$ cat src/rtl/req_pulse_pkg.sv
// Shared channel-state type and default stall limit for req_pulse_arb.
// StErr exists only when REQ_PULSE_TIMEOUT_EN is defined.
package req_pulse_pkg;

  localparam int unsigned TimeoutCycDefault = 255;

  typedef enum logic [2:0] {
    StIdle,
    StPend,
    StGrant,
    StAcked
`ifdef REQ_PULSE_TIMEOUT_EN
    , StErr
`endif
  } ch_state_e;

endpackage

$ cat src/rtl/rr_arbiter.sv
// Round-robin arbiter: picks the first requester at or after the pointer, which
// moves to one past the granted index whenever the grant is consumed.
module rr_arbiter #(
  parameter int unsigned N    = 4,
  parameter int unsigned IdxW = $clog2(N)
) (
  input  logic            clk_i,
  input  logic            rst_i,
  input  logic [N-1:0]    req_i,
  input  logic            gnt_en_i,
  output logic [N-1:0]    gnt_o,
  output logic [IdxW-1:0] idx_o,
  output logic            valid_o
);

  logic [IdxW-1:0] ptr_q, ptr_d;

  // Two passes: indices at/after the pointer first, then wrap around to the rest.
  always_comb begin
    gnt_o   = '0;
    idx_o   = '0;
    valid_o = 1'b0;
    for (int unsigned i = 0; i < N; i++) begin
      if (!valid_o && req_i[i] && (i >= 32'(ptr_q))) begin
        valid_o  = 1'b1;
        idx_o    = IdxW'(i);
        gnt_o[i] = 1'b1;
      end
    end
    for (int unsigned i = 0; i < N; i++) begin
      if (!valid_o && req_i[i]) begin
        valid_o  = 1'b1;
        idx_o    = IdxW'(i);
        gnt_o[i] = 1'b1;
      end
    end
  end

  always_comb begin
    ptr_d = ptr_q;
    if (gnt_en_i && valid_o) begin
      ptr_d = (32'(idx_o) == N - 1) ? '0 : idx_o + 1'b1;
    end
  end

  always_ff @(posedge clk_i) begin
    if (rst_i) begin
      ptr_q <= '0;
    end else begin
      ptr_q <= ptr_d;
    end
  end

endmodule

$ cat src/rtl/req_pulse_arb.sv
// Serialises rising edges on NCH 4-phase request channels into a single
// valid/ready event stream; optional stall timeout under REQ_PULSE_TIMEOUT_EN.
module req_pulse_arb
  import req_pulse_pkg::*;
#(
  parameter int unsigned NCH         = 4,
  parameter int unsigned IDX_W       = $clog2(NCH),
  parameter int unsigned TIMEOUT_CYC = TimeoutCycDefault
) (
  input  logic             clk,
  input  logic             rst,
  input  logic [NCH-1:0]   req,
  input  logic [NCH-1:0]   req_en,
  output logic [NCH-1:0]   ack,
  output logic             pulse_valid,
  output logic [IDX_W-1:0] pulse_ch,
  input  logic             pulse_ready
`ifdef REQ_PULSE_TIMEOUT_EN
  ,
  output logic [NCH-1:0]   timeout_err
`endif
);

  ch_state_e        state_q [NCH];
  ch_state_e        state_d [NCH];
  logic [NCH-1:0]   prev_q, prev_d;
  logic [NCH-1:0]   ack_q, ack_d;
  logic [NCH-1:0]   rise, arb_req, arb_gnt;
  logic             post_rst_q;
  logic             pulse_valid_q, pulse_valid_d;
  logic [IDX_W-1:0] pulse_ch_q, pulse_ch_d, arb_idx;
  logic             arb_valid, accept, slot_free, grant_en;

  assign prev_d    = req & req_en;
  assign rise      = prev_d & ~prev_q;
  assign accept    = pulse_valid_q & pulse_ready;
  assign slot_free = ~pulse_valid_q | accept;
  assign grant_en  = slot_free & arb_valid;

  // A channel that dropped req/req_en this cycle is cancelling, so it must not win.
  always_comb begin
    arb_req = '0;
    for (int i = 0; i < NCH; i++) begin
      arb_req[i] = (state_q[i] == StPend) & req[i] & req_en[i];
    end
  end

  rr_arbiter #(
    .N    (NCH),
    .IdxW (IDX_W)
  ) u_rr_arbiter (
    .clk_i    (clk),
    .rst_i    (rst),
    .req_i    (arb_req),
    .gnt_en_i (grant_en),
    .gnt_o    (arb_gnt),
    .idx_o    (arb_idx),
    .valid_o  (arb_valid)
  );

`ifdef REQ_PULSE_TIMEOUT_EN
  localparam int unsigned CntW = $clog2(TIMEOUT_CYC + 1);

  logic [CntW-1:0] tmo_cnt_q, tmo_cnt_d;
  logic [NCH-1:0]  timeout_err_q, timeout_err_d;
  logic            stall, drop;

  assign stall = pulse_valid_q & ~pulse_ready;
  assign drop  = stall & (32'(tmo_cnt_q) == TIMEOUT_CYC - 1);

  always_comb begin
    tmo_cnt_d     = '0;
    timeout_err_d = '0;
    if (stall && !drop) begin
      tmo_cnt_d = tmo_cnt_q + 1'b1;
    end
    if (drop) begin
      timeout_err_d[pulse_ch_q] = 1'b1;
    end
  end

  always_ff @(posedge clk) begin
    if (rst) begin
      tmo_cnt_q     <= '0;
      timeout_err_q <= '0;
    end else begin
      tmo_cnt_q     <= tmo_cnt_d;
      timeout_err_q <= timeout_err_d;
    end
  end

  assign timeout_err = timeout_err_q;
`else
  logic unused_timeout_cyc;
  assign unused_timeout_cyc = |TIMEOUT_CYC;
`endif

  // At most one channel is ever in StGrant, and it is the one in the output slot.
  always_comb begin
    ack_d = '0;
    for (int i = 0; i < NCH; i++) begin
      state_d[i] = state_q[i];
      case (state_q[i])
        StIdle: begin
          if (rise[i] && !post_rst_q) state_d[i] = StPend;
        end
        StPend: begin
          if (!(req[i] && req_en[i])) begin
            state_d[i] = StIdle;
          end else if (grant_en && arb_gnt[i]) begin
            state_d[i] = StGrant;
          end
        end
        StGrant: begin
          if (accept) begin
            state_d[i] = req[i] ? StAcked : StIdle;
`ifdef REQ_PULSE_TIMEOUT_EN
          end else if (drop) begin
            state_d[i] = StErr;
`endif
          end
        end
        StAcked: begin
          if (!req[i]) state_d[i] = StIdle;
        end
`ifdef REQ_PULSE_TIMEOUT_EN
        StErr: begin
          if (!req[i]) state_d[i] = StIdle;
        end
`endif
        default: state_d[i] = StIdle;
      endcase
      ack_d[i] = (state_d[i] == StAcked);
    end
  end

  always_comb begin
    pulse_valid_d = pulse_valid_q;
    pulse_ch_d    = pulse_ch_q;
    if (accept) pulse_valid_d = 1'b0;
`ifdef REQ_PULSE_TIMEOUT_EN
    if (drop) pulse_valid_d = 1'b0;
`endif
    if (grant_en) begin
      pulse_valid_d = 1'b1;
      pulse_ch_d    = arb_idx;
    end
  end

  // post_rst_q masks capture for the first cycle after reset so a held req cannot fire.
  always_ff @(posedge clk) begin
    if (rst) begin
      for (int i = 0; i < NCH; i++) begin
        state_q[i] <= StIdle;
      end
      prev_q        <= '0;
      ack_q         <= '0;
      pulse_valid_q <= 1'b0;
      pulse_ch_q    <= '0;
      post_rst_q    <= 1'b1;
    end else begin
      state_q       <= state_d;
      prev_q        <= prev_d;
      ack_q         <= ack_d;
      pulse_valid_q <= pulse_valid_d;
      pulse_ch_q    <= pulse_ch_d;
      post_rst_q    <= 1'b0;
    end
  end

  assign ack         = ack_q;
  assign pulse_valid = pulse_valid_q;
  assign pulse_ch    = pulse_ch_q;

endmodule

$ cat config.mk
export PLATFORM = sky130hd
export DESIGN_NAME = req_pulse_arb
export DESIGN_NICKNAME = d
export VERILOG_FILES = /design/src/rtl/req_pulse_pkg.sv /design/src/rtl/rr_arbiter.sv /design/src/rtl/req_pulse_arb.sv
export SDC_FILE = /design/constraint.sdc
export NUM_CORES = 1
export LEC_CHECK = 0
export ABC_AREA = 1
export CAP_MARGIN = 40
export CORE_MARGIN = 2
export CORE_UTILIZATION = 40
export DETAILED_ROUTE_END_ITERATION = 7
export GPL_TIMING_DRIVEN = 0
export PLACE_DENSITY = 0.66
export RECOVER_POWER = 50
export SLEW_MARGIN = 20
export SYNTH_ARGS = -nofsm -noshare
export SYNTH_HDL_FRONTEND = slang
export SYNTH_SLANG_ARGS = --single-unit
export TNS_END_PERCENT = 1
$ cat constraint.sdc
create_clock -name clk -period 4.52 [get_ports clk]
set_input_delay 0.452 -clock clk [delete_from_list [all_inputs] [get_ports clk]]
set_output_delay 0.452 -clock clk [all_outputs]
set_load 0.01 [all_outputs]
==> impl_metrics.toml, run 1 <==
[place]
gp_congestion = 0.798
portBuffers = 17
dpl.hpwl_mm = 1.89
dp_cells = 207

[drt]
drt_iter0_drc = 65
via_per_inst = 5.03
wirelength_mm = 2.40
drt_pre_antenna_iters = 6
route.detailed.drc = 2
ant_nets = 0
wl_per_cell_um = 11.4
num_vias = 1057

[run_status]
run_status = "finished with violations"
violations = "design-rule violations"

[clocking]
clock-root-buffer = "clkbuf_4"
ctsResizeCount = 0
clock-sinks = 26
max-clock-path-buffers = 2
cts_buffers = 3
cts.htree.levels = 1
clkLatencyLatePin_ps = 310
postCtsHoldBufs = 0
clkTransAtPathRegs_ps = 130
post_cts_buffers = 0
cts_tree = "built"

[floorplan]
die_h_um = 58.8
start_util = 0.428
die_area_mm2 = 0.00346
chipWidth_um = 58.8
ioPinCount = 18
coreArea_mm2 = 0.00281
rows = 19

[layout]
area_growth_pct = 19.4
final_cells = 210
drive_above_1_share = 0.151
layout_common_cells = "dfxtp_1 (26), nor2_1 (23), nand2_1 (22)"
n_antenna_cell = 0
final_common_cell = "dfxtp_1"
final_nets = 193

[synthesis]
synth_edf_count = 0
synth.area.top_cells = "dfxtp_1 (43%), nor2_1 (7.2%), nand2_1 (6.3%), inv_1 (5.6%), a21oi_1 (4.6%)"
synth_seq_area_share = 0.433
synth-seq-cells = 26
synth_ff_type = "dfxtp_1"
postSynthAreaPerCell_um2 = 7.70
synth_warnings = 0
yosys.cell_types.count = 27
synthesis.area_mm2 = 0.00120
yosys.area.top_type_share = 0.433
async_flop_share = 0
yosysTopAreaCell = "dfxtp_1"
netlist_instances = 156

[setup_path]
startpoint_type = "primary input"
path_max_fanout = 4
rr_worst_depth = 9
setup.worst_path.start = "req[3]"
worstSetupEndpointType = "flip-flop"
endpoint = "u_rr_arbiter.ptr_q[1]"
rr_startpoint = "u_rr_arbiter.ptr_q[1]"
crit_type = "primary input to flip-flop"
cp.required_ps = 4730
worstPathArrival_ps = 2120
slowest_stage = "dlygate4sd3_1"
path_cells = "dlygate4sd3_1, nand2_1, nor2_1, nand3_1, nand2_2, nor2_4, nand4_1, nand3_1, ha_1, nor2_1, a211oi_1"
rrSetupSlack_ps = 2860
cp_top_family = "simple AND/OR/NAND/NOR gates"
timing.rr.end = "u_rr_arbiter.ptr_q[1]"
path_depth = 11
path_buf_inv = 1
cp_slowest_stage_delay_ps = 550

[global_routing]
grt_overflow = 0
grt_pass1_wl_mm = 4.17
grt_max_degree = 14
antenna_found_initial = 0
grt_pass1_vias = 998
grt.total_usage = 0.157

[sta]
maxSlewHeadroom = 0.630
fin_skew_ps = 0.648
fin_tns_setup_ps = 0
holdWs_ps = 475
period_share = 0.423
max_clock_freq_mhz = 523
rsz0062_at_grt = "no"
tightest_slew_ps = 555
hold_viol_final = 0
setup_violations = 0
final.min_clock_period_ps = 1910
slew_viol_final = 0

[hold_path]
worstHoldPathType = "flip-flop to flip-flop"

[job]
cap_violations = 0

[pwr]
static-leakage-power_nw = 0.673
total_power_mw = 0.363
ir_drop_v = 0.000193
cellPowerDensity_mw_per_mm2 = 253
-- worst min path at each step --
stage	from	end	slack (ps)	cells after the start
3_3_place_gp	pulse_ch[0]	pulse_ch[0]	450	2
2_1_floorplan	u_rr_arbiter.ptr_q[0]	u_rr_arbiter.ptr_q[0]	470	2
5_1_grt	pulse_ch[1]	pulse_ch[1]	500	2
6_report	pulse_ch[0]	pulse_ch[0]	470	2
3_5_place_dp	pulse_ch[0]	pulse_ch[0]	460	2
4_1_cts	pulse_ch[0]	pulse_ch[0]	480	2
-- worst register-to-register path, stage by stage, from the launching register on --
cell	delay, ps
dfxtp_1	350
nor2_1	180
nand4_2	200
nand2_2	130
nor2_4	50
nand4_1	80
nand3_1	110
ha_1	300
nor2_1	100
a211oi_1	50
-- metal layers --
| metal | GRT usage | vias to the layer above | routed length, um |
|---|---|---|---|
| li1 | - | 554 | - |
| met1 | 0.193 | 489 | 1170 |
| met2 | 0.275 | 12 | 1130 |
| met3 | 0.0396 | 2 | 86 |
| met4 | 0.0357 | 0 | 15 |
| met5 | 0 | - | 0 |
-- power by group --
part | switching, mW | leakage, nW | internal [mW]
Sequential | 0.00392 | 0.212 | 0.234
Clock | 0.0658 | 0.0138 | 0.0312
Combinational | 0.0152 | 0.447 | 0.0129
-- logic make-up (layout without fill, tap and decap cells) --
logic type,count (synthesis),in the layout,share of synthesized area
adders and majority gates,1,1,0.0104
DFF,26,26,0.433
other,1,4,0.00312
buffers and inverters,24,44,0.0792
AOI/OAI and AO/OA,23,23,0.117
and+or+nand+nor,81,81,0.357
-- cell type report --
type	instances	area (um2)
Inverter	22	87.6
Timing Repair Buffer	17	170
Sequential cell	26	520
Fill cell	294	1370
Tap cell	31	38.8
Buffer	2	7.51
Clock buffer	3	22.5
Multi-Input combinational cell	109	587
-- Yosys cell counts, types with 3 or more instances --
library cell and count:
o21ai_0 3, nand2_2 7, nand2_1 20, inv_2 3, nor3_1 5, nand3_1 7
nor2_1 23, a21oi_2 4, nand2_4 4, a31oi_1 3, nand4_1 6, dfxtp_1 26
inv_1 18, a21oi_1 11
-- registers in the layout (all words and copies together) (netlist names) --
register and count:
post_rst_q 1, pulse_valid 1, state_q 12, ack 4, prev_q 4, pulse_ch 2, u_rr_arbiter.ptr_q 2
-- stage by stage --
stage / setup slack (ps) / utilization / area, um2
2_1_floorplan: 2960 / - / 1210
3_3_place_gp: 2320 / 0.507 / 1420
3_5_place_dp: 2310 / 0.507 / 1420
4_1_cts: 2650 / 0.515 / 1440
5_1_grt: 2480 / 0.511 / 1430
6_report: 2610 / 0.511 / 1430
Note: power is estimated with default switching activity, not from simulation.
==> run 2: changes to the inputs <==
clock period = 1.88 ns   (was 4.52 ns; I/O delays follow)
==> run 2 against run 1 <==
Design area grew 0.17%. Cell count is the same. The run still ends with design-rule violations left. First-iteration DRC count is the same. Sequential cell count is the same. Die area is the same. Utilization grew 0.089 points. Via count is essentially flat. Sequential share of layout area shrank 0.063 points. Total power grew 140%. Sequential power grew 140%.
==> impl_metrics.toml, run 2 (synthesis results as in run 1) <==
[setup_path]
cp_slowest_stage_delay_ps = 350
cp.required_ps = 2090
rrSetupSlack_ps = 220
crit_top_cell = "nor2_1"
path_cells = "nor2_1, nand4_2, nand2_2, nor2_4, nand4_1, nand3_1, ha_1, nor2_1, a211oi_1"
crit_type = "flip-flop to flip-flop"
cp_top_family = "simple AND/OR/NAND/NOR gates"
path_depth = 9
rr_worst_depth = 9
startpoint_type = "flip-flop"
worstSetupEndpointType = "flip-flop"
worstPathArrival_ps = 1870
slowest_stage = "dfxtp_1"
path_max_fanout = 5
path_buf_inv = 0

[pwr]
ir_drop_v = 0.000464
p_sw_mw = 0.205
sw_frac_of_total = 0.234
static-leakage-power_nw = 0.673
total_power_mw = 0.875
cellPowerDensity_mw_per_mm2 = 609
comb_power_share = 0.079
clkPwrFrac = 0.267
pwr-share-seq = 0.655
p_int_mw = 0.671

[layout]
drive_above_1_share = 0.156
final_nets = 193
design_area_mm2 = 0.00144
largest_reg_flops = 12
final_common_cell = "dfxtp_1"
layout_common_cells = "dfxtp_1 (26), nor2_1 (23), nand2_1 (21)"
area_growth_pct = 19.6
largest-register = "state_q"
final_cells = 210
n_antenna_cell = 0

[drt]
drt_iter0_drc = 65
drt_pre_antenna_iters = 6
route.detailed.drc = 2
wirelength_mm = 2.40
num_vias = 1058
via_per_inst = 5.04
ant_nets = 0
wl_per_cell_um = 11.4

[sta]
final.min_clock_period_ps = 1660
max_clock_freq_mhz = 602
rsz0062_at_grt = "no"
tightest_slew_ps = 555
maxSlewHeadroom = 0.630
holdWs_ps = 426
hold_viol_final = 0
fin_skew_ps = 0.641
setup_violations = 0
fin_tns_setup_ps = 0
slew_viol_final = 0
period_share = 0.883

[clocking]
post_cts_buffers = 0
ctsResizeCount = 0
postCtsHoldBufs = 0
cts.htree.levels = 1
max-clock-path-buffers = 2
clock-sinks = 26
cts_tree = "built"
clkTransAtPathRegs_ps = 130
cts_buffers = 3
clock-root-buffer = "clkbuf_4"
clkLatencyLatePin_ps = 310

[global_routing]
antenna_found_initial = 0
grt_pass1_wl_mm = 4.17
grt_pass1_vias = 998
grt_max_degree = 14
grt.total_usage = 0.157
grt_overflow = 0

[job]
cap_violations = 0

[floorplan]
die_h_um = 58.8
start_util = 0.428
die_area_mm2 = 0.00346
rows = 19
ioPinCount = 18
chipWidth_um = 58.8
coreArea_mm2 = 0.00281

[place]
portBuffers = 17
dp_cells = 207
gp_congestion = 0.798
dpl.hpwl_mm = 1.89
dpl_cell_area_mm2 = 0.00142

[run_status]
run_status = "finished with violations"
violations = "design-rule violations"

[hold_path]
holdPathStages = 3
worstHoldPathType = "primary input to flip-flop"
[run 2: cell types whose count changed in the layout (fill, tap and decap cells not counted)]
cell | before | now
dlygate4sd3_1 | 5 | 3
clkdlybuf4s50_1 | 12 | 14
nand2_1 | 22 | 21
nand2_2 | 6 | 7
[run 2: area by class of cell]
class                      count  area (um2)
buffer                         2        7.51
sequential                    26         520
timing repair buffer          17         170
multi-input combinational    109         589
fill                         294        1370
tap                           31        38.8
clock buffer                   3        22.5
inverter                      22        87.6
[run 2: stage by stage]
stage | worst slack, ps | utilization
final | 219 | 0.512
after global routing | 125 | 0.512
after CTS | 217 | 0.515
after detailed placement | -69.9 | 0.507
after global placement | -52.1 | 0.507
after floorplan | 439 | -
[run 2: power groups by stage]
stage	Combinational, mW	Sequential [mW]	Clock [mW]
floorplan	0.0369	0.582	0
global placement	0.0689	0.585	0
detailed placement	0.0700	0.585	0
CTS	0.0705	0.573	0.242
global route	0.0770	0.574	0.266
finish	0.0689	0.573	0.233
[run 2: path summary, 6_finish.rpt]
check                               end                  start
setup reg to reg  u_rr_arbiter.ptr_q[1]  u_rr_arbiter.ptr_q[1]
hold reg to reg             pulse_ch[0]            pulse_ch[0]
setup / recovery  u_rr_arbiter.ptr_q[1]  u_rr_arbiter.ptr_q[1]
hold / removal                prev_q[3]              req_en[3]
[run 2: routing by layer]
metal | vias up | global-route usage | wire length [um]
met5 | - | 0 | 0
met4 | 0 | 0.0357 | 15
met3 | 2 | 0.0396 | 86
met2 | 12 | 0.275 | 1130
met1 | 490 | 0.193 | 1170
li1 | 554 | - | -
[run 2: worst min-delay path: cells and delay by family]
| family | cells | cell delay (ps) |
|---|---|---|
| buffers and inverters | 1 | 410 |
| AND/OR/NAND/NOR | 2 | 120 |
